[src/rtl/keypad_code_entry.sv]
// 4x4 keypad scanner, frame debouncer and 4-digit code accumulator.
// Optional KEYPAD_HEX_FILTER_EN: only 0-9 enter the code, key C clears.
module keypad_code_entry #(
    parameter int clk_freq     = 125_000_000,
    parameter int scan_hz      = 1000,
    parameter int stable_scans = 4,
    parameter int code_len     = 4
) (
    input  logic        clk,
    input  logic        rst,
    input  logic [3:0]  col,
    output logic [3:0]  row,
    input  logic        clear,
    output logic [3:0]  key_code,
    output logic        key_valid,
    output logic        is_a_key_pressed,
    output logic [15:0] password,
    output logic [2:0]  digits,
    output logic        code_ready
);

    localparam int DIV = (clk_freq / scan_hz < 1) ? 1 : clk_freq / scan_hz;
    localparam int TW = $clog2(DIV + 1);
    localparam int CW = $clog2(stable_scans + 1);
    localparam logic [TW-1:0] TLAST = TW'(DIV - 1);
    localparam logic [CW-1:0] CLAST = CW'(stable_scans - 1);
    localparam logic [2:0] DLAST = 3'(code_len - 1);

    typedef enum logic [1:0] {IDLE, CONFIRM, HELD, RELEASE} state_t;

    state_t state_q, state_d;
    logic [TW-1:0] tick_q;
    logic [1:0] row_idx_q;
    logic [1:0] lows_q;
    logic [3:0] fkey_q;
    logic [CW-1:0] cnt_q, cnt_d;
    logic [3:0] cand_q, cand_d;
    logic pressed_q, pressed_d;
    logic [3:0] key_code_q;
    logic key_valid_q;
    logic [15:0] pw_q;
    logic [2:0] dig_q;

    logic tick, frame_done, hit, accept;
    logic [2:0] low_n, sum;
    logic [1:0] low_c, sum_sat;
    logic [3:0] fkey, row_key;
    logic is_digit, clr, store;

    function automatic logic [3:0] keymap(input logic [1:0] r,
                                          input logic [1:0] c);
        logic [3:0] k;
        unique case ({r, c})
            4'h0: k = 4'h1;
            4'h1: k = 4'h2;
            4'h2: k = 4'h3;
            4'h3: k = 4'hA;
            4'h4: k = 4'h4;
            4'h5: k = 4'h5;
            4'h6: k = 4'h6;
            4'h7: k = 4'hB;
            4'h8: k = 4'h7;
            4'h9: k = 4'h8;
            4'hA: k = 4'h9;
            4'hB: k = 4'hC;
            4'hC: k = 4'h0;
            4'hD: k = 4'hF;
            4'hE: k = 4'hE;
            default: k = 4'hD;
        endcase
        return k;
    endfunction

    assign tick = (tick_q == TLAST);
    assign frame_done = tick && (row_idx_q == 2'd3);
    assign row = ~(4'b0001 << row_idx_q);

    always_comb begin
        low_n = '0;
        low_c = '0;
        for (int i = 3; i >= 0; i--) begin
            if (!col[i]) begin
                low_n = low_n + 3'd1;
                low_c = 2'(i);
            end
        end
    end

    // lows_q saturates at 2: any ghost in the frame poisons it
    assign sum = {1'b0, lows_q} + low_n;
    assign sum_sat = (sum >= 3'd2) ? 2'd2 : sum[1:0];
    assign row_key = keymap(row_idx_q, low_c);
    assign fkey = (lows_q == 2'd1) ? fkey_q : row_key;
    assign hit = (sum_sat == 2'd1);

    always_ff @(posedge clk) begin
        if (rst) begin
            tick_q <= '0;
            row_idx_q <= '0;
            lows_q <= '0;
            fkey_q <= '0;
        end else begin
            tick_q <= tick ? '0 : tick_q + 1'b1;
            if (tick) begin
                row_idx_q <= row_idx_q + 2'd1;
                if (frame_done) begin
                    lows_q <= '0;
                end else begin
                    lows_q <= sum_sat;
                    if (low_n == 3'd1) fkey_q <= row_key;
                end
            end
        end
    end

    always_comb begin
        state_d = state_q;
        cnt_d = cnt_q;
        cand_d = cand_q;
        pressed_d = pressed_q;
        accept = 1'b0;
        if (frame_done) begin
            unique case (state_q)
                IDLE: if (hit) begin
                    cand_d = fkey;
                    if (stable_scans <= 1) begin
                        state_d = HELD;
                        accept = 1'b1;
                        pressed_d = 1'b1;
                    end else begin
                        state_d = CONFIRM;
                        cnt_d = CW'(1);
                    end
                end
                CONFIRM: if (hit && fkey == cand_q) begin
                    if (cnt_q >= CLAST) begin
                        state_d = HELD;
                        accept = 1'b1;
                        pressed_d = 1'b1;
                    end else begin
                        cnt_d = cnt_q + 1'b1;
                    end
                end else begin
                    state_d = IDLE;
                end
                HELD: if (!hit) begin
                    if (stable_scans <= 1) begin
                        state_d = IDLE;
                        pressed_d = 1'b0;
                    end else begin
                        state_d = RELEASE;
                        cnt_d = CW'(1);
                    end
                end
                default: if (hit) begin
                    state_d = HELD;
                end else if (cnt_q >= CLAST) begin
                    state_d = IDLE;
                    pressed_d = 1'b0;
                end else begin
                    cnt_d = cnt_q + 1'b1;
                end
            endcase
        end
    end

    always_ff @(posedge clk) begin
        if (rst) begin
            state_q <= IDLE;
            cnt_q <= '0;
            cand_q <= '0;
            pressed_q <= 1'b0;
            key_code_q <= '0;
            key_valid_q <= 1'b0;
        end else begin
            state_q <= state_d;
            cnt_q <= cnt_d;
            cand_q <= cand_d;
            pressed_q <= pressed_d;
            key_valid_q <= accept;
            if (accept) key_code_q <= fkey;
        end
    end

`ifdef KEYPAD_HEX_FILTER_EN
    assign is_digit = (key_code_q <= 4'd9);
    assign clr = clear || (key_valid_q && key_code_q == 4'hC);
`else
    assign is_digit = 1'b1;
    assign clr = clear;
`endif

    assign store = key_valid_q && is_digit && !clr;
    assign code_ready = store && (dig_q == DLAST);

    always_ff @(posedge clk) begin
        if (rst || clr) begin
            pw_q <= '0;
            dig_q <= '0;
        end else if (store) begin
            pw_q <= {pw_q[11:0], key_code_q};
            dig_q <= code_ready ? 3'd0 : dig_q + 3'd1;
        end
    end

    assign key_code = key_code_q;
    assign key_valid = key_valid_q;
    assign is_a_key_pressed = pressed_q;
    assign password = pw_q;
    assign digits = dig_q;

endmodule

[config.mk]
export PLATFORM = sky130hd
export DESIGN_NAME = keypad_code_entry
export DESIGN_NICKNAME = d
export VERILOG_FILES = /design/src/rtl/keypad_code_entry.sv
export SDC_FILE = /design/constraint.sdc
export NUM_CORES = 1
export LEC_CHECK = 0
export ABC_AREA = 1
export CAP_MARGIN = 15
export CELL_PAD_IN_SITES_DETAIL_PLACEMENT = 0
export CELL_PAD_IN_SITES_GLOBAL_PLACEMENT = 2
export CORE_ASPECT_RATIO = 2
export CORE_MARGIN = 1
export CORE_UTILIZATION = 32
export DETAILED_ROUTE_END_ITERATION = 7
export PLACE_DENSITY_LB_ADDON = 0.1
export SLEW_MARGIN = 5
export SYNTH_ARGS = -nofsm -noshare
export SYNTH_HDL_FRONTEND = slang
export SYNTH_SLANG_ARGS = --single-unit
[constraint.sdc]
create_clock -name clk -period 3.1 [get_ports clk]
set_input_delay 0.31 -clock clk [delete_from_list [all_inputs] [get_ports clk]]
set_output_delay 0.31 -clock clk [all_outputs]
set_load 0.005 [all_outputs]
== Yosys cells after proc, flatten, opt, wreduce, memory -nomap -nowiden ==
Memories as Yosys holds them, arrays and structs flattened.
Index checks and enable logic that the tools add are counted.
Storage, ports and cells
  register bits: 59
  bits in read-only memories: 64
  input bits: 7
  memories: 1
Memories
  (name not given): words 16, bits a word 4, read ports 1, clocked after memory_dff 0, wr ports 0, line 53  | unique case ({r, c})
Cells by class
  add/subtract/negate cells: 8
  order comparisons: 2
  equality and inequality tests: 15
  shift-type cells: 1
  muxes and demuxes: 34
  bitwise logic cells: 3
  reductions and logical operators: 15
Operators with widths (count)
  $mux 3: 9
  $mux 2: 12
  $add 17x1->17 const B: 1
  $eq 17x17->1 const B: 1
  $add 3x1->3 const B: 5
  $reduce_and 5->1: 3
  $mux 1: 9
  $pmux 3 s3: 1
  $eq 2x1->1 const B: 3
  $ge 3x2->1 const B: 2
  $ne 2x2->1 const B: 3
  $pmux 2 s3: 1
  $reduce_and 3->1: 2
  $eq 2x2->1 const B: 2
  $eq 4x4->1: 1
  $logic_and 1x1->1: 4
  $mux 4: 1
  $not 4->4: 1
  $reduce_bool 4->1: 1
  $reduce_or 2->1: 2
  $shl 1x2->4 const A: 1
  $add 2x3->3: 1
  $eq 3x1->1 const B: 1
  $eq 3x2->1 const B: 1
  other kinds (9): 10

== Logic depth before layout (Yosys ltp) ==
  word-level depth: 15
  depth in mapped cells: 21

== Worst setup path after synthesis ==
Ideal clock, no wire load.
  path type: input to register
  start: input col[2]
  end: register cnt_q[0]
  library setup time: 0.118 ns
  arrival time: 2.668 ns
  slack: 0.314 ns
  cell stages on the path: 19
  path buffers: 0
  path through: inv_1 > ha_1 > xnor2_1 > ha_1 > nand2_1 > nand2_1 > fa_1 > inv_1 > nand3_1 > nand2_2 > nand3_4 > nor2_4 > nand2_4 > nor2_8 > nand2_1 > nand2_1 > nand2_2 > o21ai_1 > a21oi_1
Between the ends
  word-level cells in the longest chain between the ends: 12
  elaborated cells between the ends (all ways): 21
Ends and longest elaborated chain
  start: declaration: line 11  | input logic [3:0] col,
  $mux 3: line 82  | if (!col[i]) begin
  $add 3x1->3: line 83  | low_n = low_n + 3'd1;
  $mux 3: line 82
  $add 3x1->3: line 83
  $mux 3: line 82
  $add 2x3->3: line 90  | assign sum = {1'b0, lows_q} + low_n;
  $ge 3x2->1: line 91  | assign sum_sat = (sum >= 3'd2) ? 2'd2 : sum[1:0];
  $mux 2: line 91
  $eq 2x1->1: line 94  | assign hit = (sum_sat == 2'd1);
  $logic_and 1x1->1: line 135  | CONFIRM: if (hit && fkey == cand_q) begin
  $ne 2x2->1 (no line)
  $reduce_and 5->1 (no line) *
  end signal: assignment: line 177  | cnt_q <= cnt_d;
  end: declaration: line 36  | logic [CW-1:0] cnt_q, cnt_d;
Mark *: on every way between the ends. The rest lies on a longest branch, timed or not.
A chain may end at the register's enable or synchronous reset.

== Worst setup path after layout ==
Ends and elaborated chain as after synthesis.

==> results.yml <==
timing:
  tns_ns: 0
  timing_worst_slew_pin_value_ns: 0.5907
  fin_crit_ns: 2.910
  final_max_slew_viol_count: 0
  finalClockSkew_ns: 0.003330
  min_period_over_period_pct: 93.86
  max_freq_ghz: 0.3437
  hold_viol_final: 0
  slew_headroom_pct: 60.58
  setup_slack_ns: 0.1903
  final-setup-viol-count: 0
pwr:
  clockPowerShare_pct: 55.6
  ir_drop_mv: 0.2610
  switching_share_pct: 21.15
  internal_power_uw: 1632
  p_seq_share_pct: 37.0
  power_density_nw_per_um2: 501.2
  combPwrFrac_pct: 7.5
  p_leak_uw: 0.001654
  p_sw_uw: 437.6
drt:
  drc: 0
  drt_iter0_markers: 93
  vias_per_cell: 4.631
  wl_per_cell_um: 12.48
  antenna_left: 0
  drt_wl_total_um: 7535
  vias: 2797
  first_pass_iters: 4
yosys:
  yosys_warnings: 0
  synthFlopType: "dfxtp_1"
  yosysUniqueCellTypes: 36
  synth-seq-cells: 59
  syn_area_per_cell_sq_um: 7.540
  syn_nets: 440
  syn-cell-area_sq_um: 3122
  ys_seq_area_share_pct: 37.84
  synth_edf_count: 0
  postSynthCellCount: 414
  async_reset_ff_share_pct: 0
grt:
  grt_pass1_wl_um: 12230
  grt-busiest-layer: "met2"
  first_global_vias: 2673
  use_met3_pct: 3.338
  grtUsageTotal_pct: 16.17
  antenna_found_initial: 0
  gr-total-overflow: 0
  grt_use_met1_pct: 13.68
  grt_max_degree: 21
  grtUsageMet2_pct: 32.32
clock_tree:
  hold_buffers: 0
  htreeDepth: 3
  post_cts_buffers: 0
  cts_inserted_buffers: 9
  clkTransAtPathRegs_ns: 0.05
  cts_root_buf: "clkbuf_16"
  cts_tree: "built"
  clockBufferDepth: 2
  clock_latency_ns: 0.33
  cts.sink_count: 59
die:
  die_w_um: 71.84
  core-area_sq_um: 9447
  ios: 37
  initial_core_util_pct: 33.05
  fp.dieArea_sq_um: 10180
  dieHeight_um: 141.7
  rows: 50
run_status:
  status: "complete, no violations"
finish:
  final_nets: 495
  multi_input_area_sq_um: 1715
  final_util_pct: 43.71
  nFillCells: 997
  seq_area_sq_um: 1181
  synthToLayoutAreaGrowth_pct: 32.26
  antenna_cells: 0
  drive_gt1_share_pct: 18.78
  final_area_sq_um: 4129
run:
  cap_violations: 0
placement:
  gp_congestion: 0.8400
  numPortBuffers: 36
  place_hpwl_um: 6039
  post-place-ws_ns: -0.4511
  placed_area_sq_um: 3721
critical_path:
  worst_setup_path_end_kind: "flip-flop"
  worstPathArrival_ns: 3.13
  crit_type: "in -> reg"
  crit_path_start_kind: "input pin"
  required_ns: 3.32
  crit_fanout: 6
hold_path:
  hold_path.class: "reg -> reg"
==> synth_stat cells, drive strengths merged (5+ instances only) <==
cell type / number / area, sq um
a211oi: 7 / 52.55
a21oi: 36 / 180.2
clkbuf: 5 / 18.77
dfxtp: 59 / 1181
ha: 18 / 225.2
inv: 62 / 232.7
nand2: 72 / 315.3
nand3: 30 / 215.2
nand4: 5 / 46.29
nor2: 54 / 244.0
nor3: 18 / 95.09
o21ai: 27 / 135.1
==> repair_timing <==
action	4_1_cts	5_1_grt
resized for setup	3	13
pin swaps	2	8
setup endpoints to repair	14	14
==> cell type report <==
type,instances,share of cell area (%)
Multi-Input combinational cell,283,41.55
Clock buffer,11,5.879
Clock inverter,5,2.424
Inverter,63,5.727
Sequential cell,59,28.61
Tap cell,130,3.939
Timing Repair Buffer,53,11.88
==> worst paths after layout <==
check                  from        end  slack (ns)  cells past startpoint
setup / recovery     col[2]   cnt_q[0]        0.19                     20
hold / removal    tick_q[0]  tick_q[0]        0.44                      1
setup reg to reg  lows_q[0]   cnt_q[0]        1.05                     12
hold reg to reg   tick_q[0]  tick_q[0]        0.44                      1
==> metal layers <==
| layer | part of all wire, % | up-vias |
|---|---|---|
| met5 | 0 | - |
| met2 | 59 | 43 |
| met3 | 2.2 | 15 |
| met4 | 3.5 | 0 |
| li1 | - | 1456 |
| met1 | 35 | 1283 |
==> cells in the final DEF (no fill, tap or decap), drive strengths merged, types with 11 or more instances in the layout <==
master / instances
nor2: 54
buf: 17
inv: 62
nor3: 18
nand2: 72
o21ai: 27
dfxtp: 59
ha: 18
clkdlybuf4s50: 35
clkbuf: 11
a21oi: 36
nand3: 30
==> critical path: stages <==
cell,delay [ns]
clkdlybuf4s50_1,0.49
inv_2,0.05
ha_4,0.29
xnor2_4,0.12
xor2_1,0.20
inv_1,0.07
ha_2,0.18
fa_2,0.33
inv_1,0.06
nand3_1,0.08
nand2_2,0.09
nand3_4,0.09
nor2_4,0.11
nand2_4,0.07
nor2_8,0.14
nand2_1,0.06
nand2_1,0.09
nand2_2,0.10
o21ai_1,0.13
a21oi_1,0.06
==> power by group through the flow <==
stage / Combinational, uW / Clock (uW) / Sequential (uW)
finish: 155 / 1150 / 765
global route: 172 / 1210 / 764
CTS: 152 / 1180 / 764
detailed placement: 147 / 0 / 781
global placement: 147 / 0 / 781
floorplan: 100 / 0 / 780
==> per-stage QoR <==
stage / power [uW] / hold slack (ns) / std cells
6_report: 2069 / 0.4427 / 604
5_1_grt: 2148 / 0.4761 / 604
4_1_cts: 2094 / 0.4521 / 604
3_5_place_dp: 927.6 / 0.4422 / 588
3_3_place_gp: 927.2 / 0.4254 / 588
2_1_floorplan: 880.5 / 0.3833 / 414
==> sequential cells by signal, indices dropped and copies added, names as in the netlist <==
register and count:
cand_q 4, row_idx_q 2, key_valid 1, state_q 2
is_a_key_pressed 1, lows_q 2, cnt_q 3, password 16
digits 3, key_code 4, fkey_q 4, tick_q 17
==> cells by family after synthesis <==
group                    Yosys count  share of synthesized area (%)
AND/OR/NAND/NOR                  188                          31.66
adder cells (fa/ha/maj)           19                          7.856
AO/OA/AOI/OAI                     72                          12.30
XOR/XNOR                           4                          1.122
flip-flops                        59                          37.84
buffers and inverters             72                          9.219
Note: power is estimated with default switching activity, not from simulation.
==> variant 1, RTL diff (config.mk and constraints unchanged) <==
Add a define of `KEYPAD_HEX_FILTER_EN`.
--- a/src/rtl/keypad_code_entry.sv
+++ b/src/rtl/keypad_code_entry.sv
@@ -1,4 +1,6 @@
 // 4x4 keypad scanner, frame debouncer and 4-digit code accumulator.
 // Optional KEYPAD_HEX_FILTER_EN: only 0-9 enter the code, key C clears.
+`define KEYPAD_HEX_FILTER_EN
+
 module keypad_code_entry #(
     parameter int clk_freq     = 125_000_000,
Check against the original RTL: no difference found for any inputs over 10 cycles, from zero or initial values and one cycle with rst high; that may be too few to reach the edited logic, so the function may still have changed.
==> variant 1 against the original RTL <==
  * Utilization about the same
  * Wire length up 6.8%
  * Via count up 6.2%
  * Total power fell by 8.0%
  * Worst hold slack better by 0.0093 ns
  * Worst setup slack better by 0.049 ns
  * Design area rose by 4.1%
  * First-iteration DRC count is 13% lower
  * Synthesized area rose by 4.1%
  * Sequential cell count did not move
  * Largest power group unchanged
==> variant 1: results (changes against the original RTL) <==
placed cells=634 (+7.8%); slew margin rel.=56.0% (-4.6 points); Lkg Pwr=1.81 nW (+9.4%); Setup WS pre-CTS=-0.410 ns (+0.0415 ns); via/cell ratio=4.55 (-1.8%); Mapped Cells=452 (+9.2%); Post-Layout Cell Count=653 (+8.1%); Synth top cells by count=77 x inv_1, 77 x nand2_1, 59 x dfxtp_1; Design Power=1.90 mW (-8.0%); slowest stage delay, CP=0.61 ns (+0.12 ns); net switching power=0.435 mW (-0.57%); R2R cell count=15 (+3); Hold Path End=tick_q[0]; syn nets=479 (+8.9%); status=complete, no violations; HPWL Detailed=6300 µm (+4.3%); Worst Skew=0.00554 ns (+0.00221 ns); R2R Setup Slk=0.92 ns (-0.13 ns); Synth Flop Type=dfxtp_1; total global-route track usage=16.8% (+0.62 points); post-synthesis cell type count=37 (+2.8%); Min-Delay Path Class=register to register; Hold Slack=0.452 ns (+0.00927 ns); Gate power share=8.2% (+0.7 points); vias in the first global route=2,908 (+8.8%); NumNets Final=543 (+9.7%); first-pass GRT wire length=13,300 µm (+8.5%); pin count of the biggest net entering global routing=38 (+81%); 1st-iter DRT viols=81 (-13%); Routed WL=8050 µm (+6.8%); hold path cells=1 (unchanged); Fillers=1,086 (+8.9%); CP Launch Point=col[1]; worst reg2reg endpoint=is_a_key_pressed; register area share after synthesis=36.3% (-1.5 points); Area after DPL=0.00391 mm² (+5.2%); Max IR drop VDD=0.273 mV (+4.5%); clock network fraction of total power=51.7% (-3.9 points); most area-consuming cells after synthesis=dfxtp_1 36%, inv_1 8.9%, nand2_1 8.9%; fraction of layout cells with a size suffix above 1=19.6% (+0.80 points); FFs w/ async S/R, synth=0% (unchanged)
variant 1: changes by cell type after synthesis, sizes merged, moves of 3 or more:
cell / delta
buf: -3
a211oi: -5
nor3b: +4
o21ai: +8
nor3: -4
inv: +19
nor2: -6
nand2: +18
variant 1: area by class of cell:
class	count	area (µm²)	share of cell area, %
Multi-Input combinational cell	303	1790	41.8
Clock buffer	11	243	5.65
Tap cell	132	165	3.84
Clock inverter	5	52.6	1.22
Inverter	82	308	7.16
Timing Repair Buffer	61	553	12.9
Sequential cell	59	1180	27.5
variant 1: cell families (layout without fill, tap and decap cells):
family	after synthesis	in the layout	share of synthesized area [%]
compound gates	77	77	12.4
xor+xnor	6	6	1.62
fa+ha+maj	20	20	7.93
buf+inv	90	159	10.5
flops	59	59	36.3
simple gates	200	200	31.2
variant 1: worst max path at each step:
stage               slack [ns]               end  cells after the start
finish                    0.24  is_a_key_pressed                     19
global route              0.07  is_a_key_pressed                     20
CTS                       0.02  is_a_key_pressed                     21
detailed placement       -0.41       key_code[3]                     20
global placement         -0.30  is_a_key_pressed                     21
floorplan                 0.33          cnt_q[1]                     19
variant 1: routing by layer:
| metal | routed length (µm) | up-vias | GRT usage (%) |
|---|---|---|---|
| li1 | - | 1575 | - |
| met1 | 2980 | 1342 | 15.4 |
| met2 | 4660 | 37 | 33.7 |
| met3 | 203 | 16 | 3.48 |
| met4 | 202 | 0 | 7.33 |
| met5 | 0 | - | 0 |
variant 1: critical path, delay by kind of cell:
kind          cells  cell delay (ns)
buf+inv           4             0.85
simple gates     11             1.06
xor+xnor          2             0.38
fa+ha+maj         2             0.53
variant 1: repair_timing:
item                                    4_1_cts  5_1_grt
gates resized for setup                       2       17
setup buffers                                 0        3
endpoints found under the setup margin       10       14
cloned                                        0        0
pin swaps                                     2        8
==> variant 2, RTL diff (same settings) <==
Made on the original files. Make the reset (`rst`) asynchronous in 2 clocked blocks.
--- a/src/rtl/keypad_code_entry.sv
+++ b/src/rtl/keypad_code_entry.sv
@@ -94,5 +94,5 @@
     assign hit = (sum_sat == 2'd1);
 
-    always_ff @(posedge clk) begin
+    always_ff @(posedge clk or posedge rst) begin
         if (rst) begin
             tick_q <= '0;
@@ -165,5 +165,5 @@
     end
 
-    always_ff @(posedge clk) begin
+    always_ff @(posedge clk or posedge rst) begin
         if (rst) begin
             state_q <= IDLE;
Check against the original RTL: no difference found for any inputs over 10 cycles, from zero or initial values and one cycle with rst high; that may be too few to reach the edited logic, so the function may still have changed.
==> variant 2 against the original RTL <==
  * Global-route usage rose by 1.3 points
  * Clock power fell by 9%
  * Non-clock buffer count fell by 2
  * Worst setup slack improved by 0.12 ns
  * Total power fell by 4.8%
  * Largest power group unchanged
  * Critical path depth fell by 3
  * Via count rose by 1.1%
  * Utilization fell by 0.34 points
  * Wire length rose by 7.6%
  * Synthesized area rose by 2.9%
  * Sequential cell count did not move
  * Design area rose by 2.5%
==> variant 2: results (changes against the original RTL) <==
status=complete, no violations; Synth top cells by count=97 x nand2_1, 63 x inv_1, 40 x dfrtp_1; Fillers=1,039 (+4.2%); R2R Setup Slk=0.94 ns (-0.11 ns); worst-skew pair later-pin latency=0.32 ns; crit-path max FO=5 (-1); Worst Skew=0.00513 ns (+0.00180 ns); initial antenna violation count=0 (unchanged); worst reg2reg endpoint=cnt_q[2]; post-synthesis compound-gate area fraction=10.0% (-2.3 points); Largest Register=tick_q; Max IR drop VDD=0.259 mV (-0.93%); mux share of post-synthesis cell area=0% (unchanged); Worst-path clk slew=0.05 ns (about the same); Antenna Cells=0 (unchanged); total global-route track usage=17.5% (+1.3 points); Post-CTS Setup Repair Bufs=0 (unchanged); most area-consuming cells after synthesis=dfrtp_1 31%, dfxtp_1 12%, nand2_1 11%; Min-Delay Path Class=input port to async pin; drt pass-1 iters=4 (unchanged); fraction of layout cells with a size suffix above 1=13.4% (-5.4 points); clock buffer count from CTS=9 (unchanged); register area share after synthesis=43.0% (+5.2 points); first-pass GRT wire length=13,600 µm (+11%); wire length per cell=13.3 µm (+6.7%); Synth warnings=0 (unchanged); R2R cell count=12 (unchanged); vias in the first global route=2,863 (+7.1%); FFs w/ async S/R, synth=67.8% (+68 points); Lkg Pwr=1.90 nW (+15%); NumNets Final=498 (+0.61%); Hold Slack=0.458 ns (+0.0153 ns); worst r2r src=lows_q[0]; CP arrival=3.00 ns (-0.13 ns); Largest register FFs=17 (unchanged); DR vias=2,829 (+1.1%); Buffers on Ports=36 (unchanged); area share of xor/xnor cells in the synthesized design=1.91% (+0.79 points); pin count of the biggest net entering global routing=41 (+95%); htree depth=3 (unchanged); Root Driver=clkbuf_16; HPWL Detailed=6230 µm (+3.2%); Final Wtd Congestion=0.808 (-3.8%); 1st-iter DRT viols=127 (+37%); Clock Path Buffers=2 (unchanged); post-synthesis cell type count=37 (+2.8%); Worst-Margin Slew=0.532 ns (-0.0587 ns); syn nets=441 (+0.23%); Synth Area in Adders=7.63% (-0.22 points); Setup WS pre-CTS=-0.346 ns (+0.105 ns)
==> variant 2: per-stage QoR <==
step / util, % / cells / area [µm²]
finish: 43.4 / 609 / 4230
global placement: 39.2 / 593 / 3830
global route: 43.4 / 609 / 4230
detailed placement: 39.2 / 593 / 3830
floorplan: - / 415 / 3210
CTS: 42.5 / 609 / 4150
==> variant 2: worst max-delay path, cell delays in order <==
cell and delay [ns]:
clkdlybuf4s50_1 0.66, nand2_1 0.11, o21ai_2 0.08, ha_1 0.24
nand2_1 0.08, nand2_2 0.07, fa_2 0.42, inv_1 0.07
nand3_2 0.10, nor2_4 0.17, nand3_2 0.11, nor2_4 0.18
nand3_4 0.10, nand2_2 0.08, nand2_2 0.06, nand3_1 0.09
nand2_1 0.05
==> variant 2: worst max path at each step <==
stage | start | cells past startpoint | slack [ns] | to
finish | col[1] | 17 | 0.31 | state_q[1]
global route | col[1] | 17 | 0.03 | cnt_q[2]
CTS | col[3] | 16 | -0.007 | key_code[1]
detailed placement | col[3] | 16 | -0.35 | key_code[3]
global placement | col[2] | 16 | -0.28 | key_code[3]
floorplan | col[2] | 17 | 0.37 | cnt_q[0]
==> variant 2: cell families (layout without fill, tap and decap cells) <==
logic type               Yosys count  after routing
buffers and inverters             72            134
AND/OR/NAND/NOR                  202            202
AO/OA/AOI/OAI                     56             56
XOR/XNOR                           7              7
adder cells (fa/ha/maj)           19             19
flip-flops                        59             59
==> variant 2: routing by layer <==
| metal | wire [µm] | vias to the layer above | GRT usage, % |
|---|---|---|---|
| li1 | - | 1457 | - |
| met1 | 3000 | 1320 | 17.2 |
| met2 | 4830 | 42 | 34.7 |
| met3 | 145 | 10 | 3.23 |
| met4 | 131 | 0 | 6.30 |
| met5 | 0 | - | 0 |
==> variant 2: area by class of cell <==
cell class                      count  area, µm²  share of cell area (%)
Multi-Input combinational cell    284       1640                    38.7
Clock inverter                      1       30.0                   0.709
Tap cell                          132        165                    3.90
Inverter                           67        251                    5.94
Sequential cell                    59       1380                    32.6
Timing Repair Buffer               51        478                    11.3
Clock buffer                       15        288                    6.80
==> variant 2: power by group <==
group          internal, mW  total (mW)  switching, mW
Combinational        0.0655       0.154         0.0887
Clock                 0.710        1.05          0.337
Sequential            0.767       0.767              0
==> variant 2: repair_timing <==
item / 4_1_cts / 5_1_grt
pin swaps: 0 / 7
hold endpoints to repair: 0 / 0
gates resized for setup: 0 / 17
setup endpoints to repair: 4 / 15
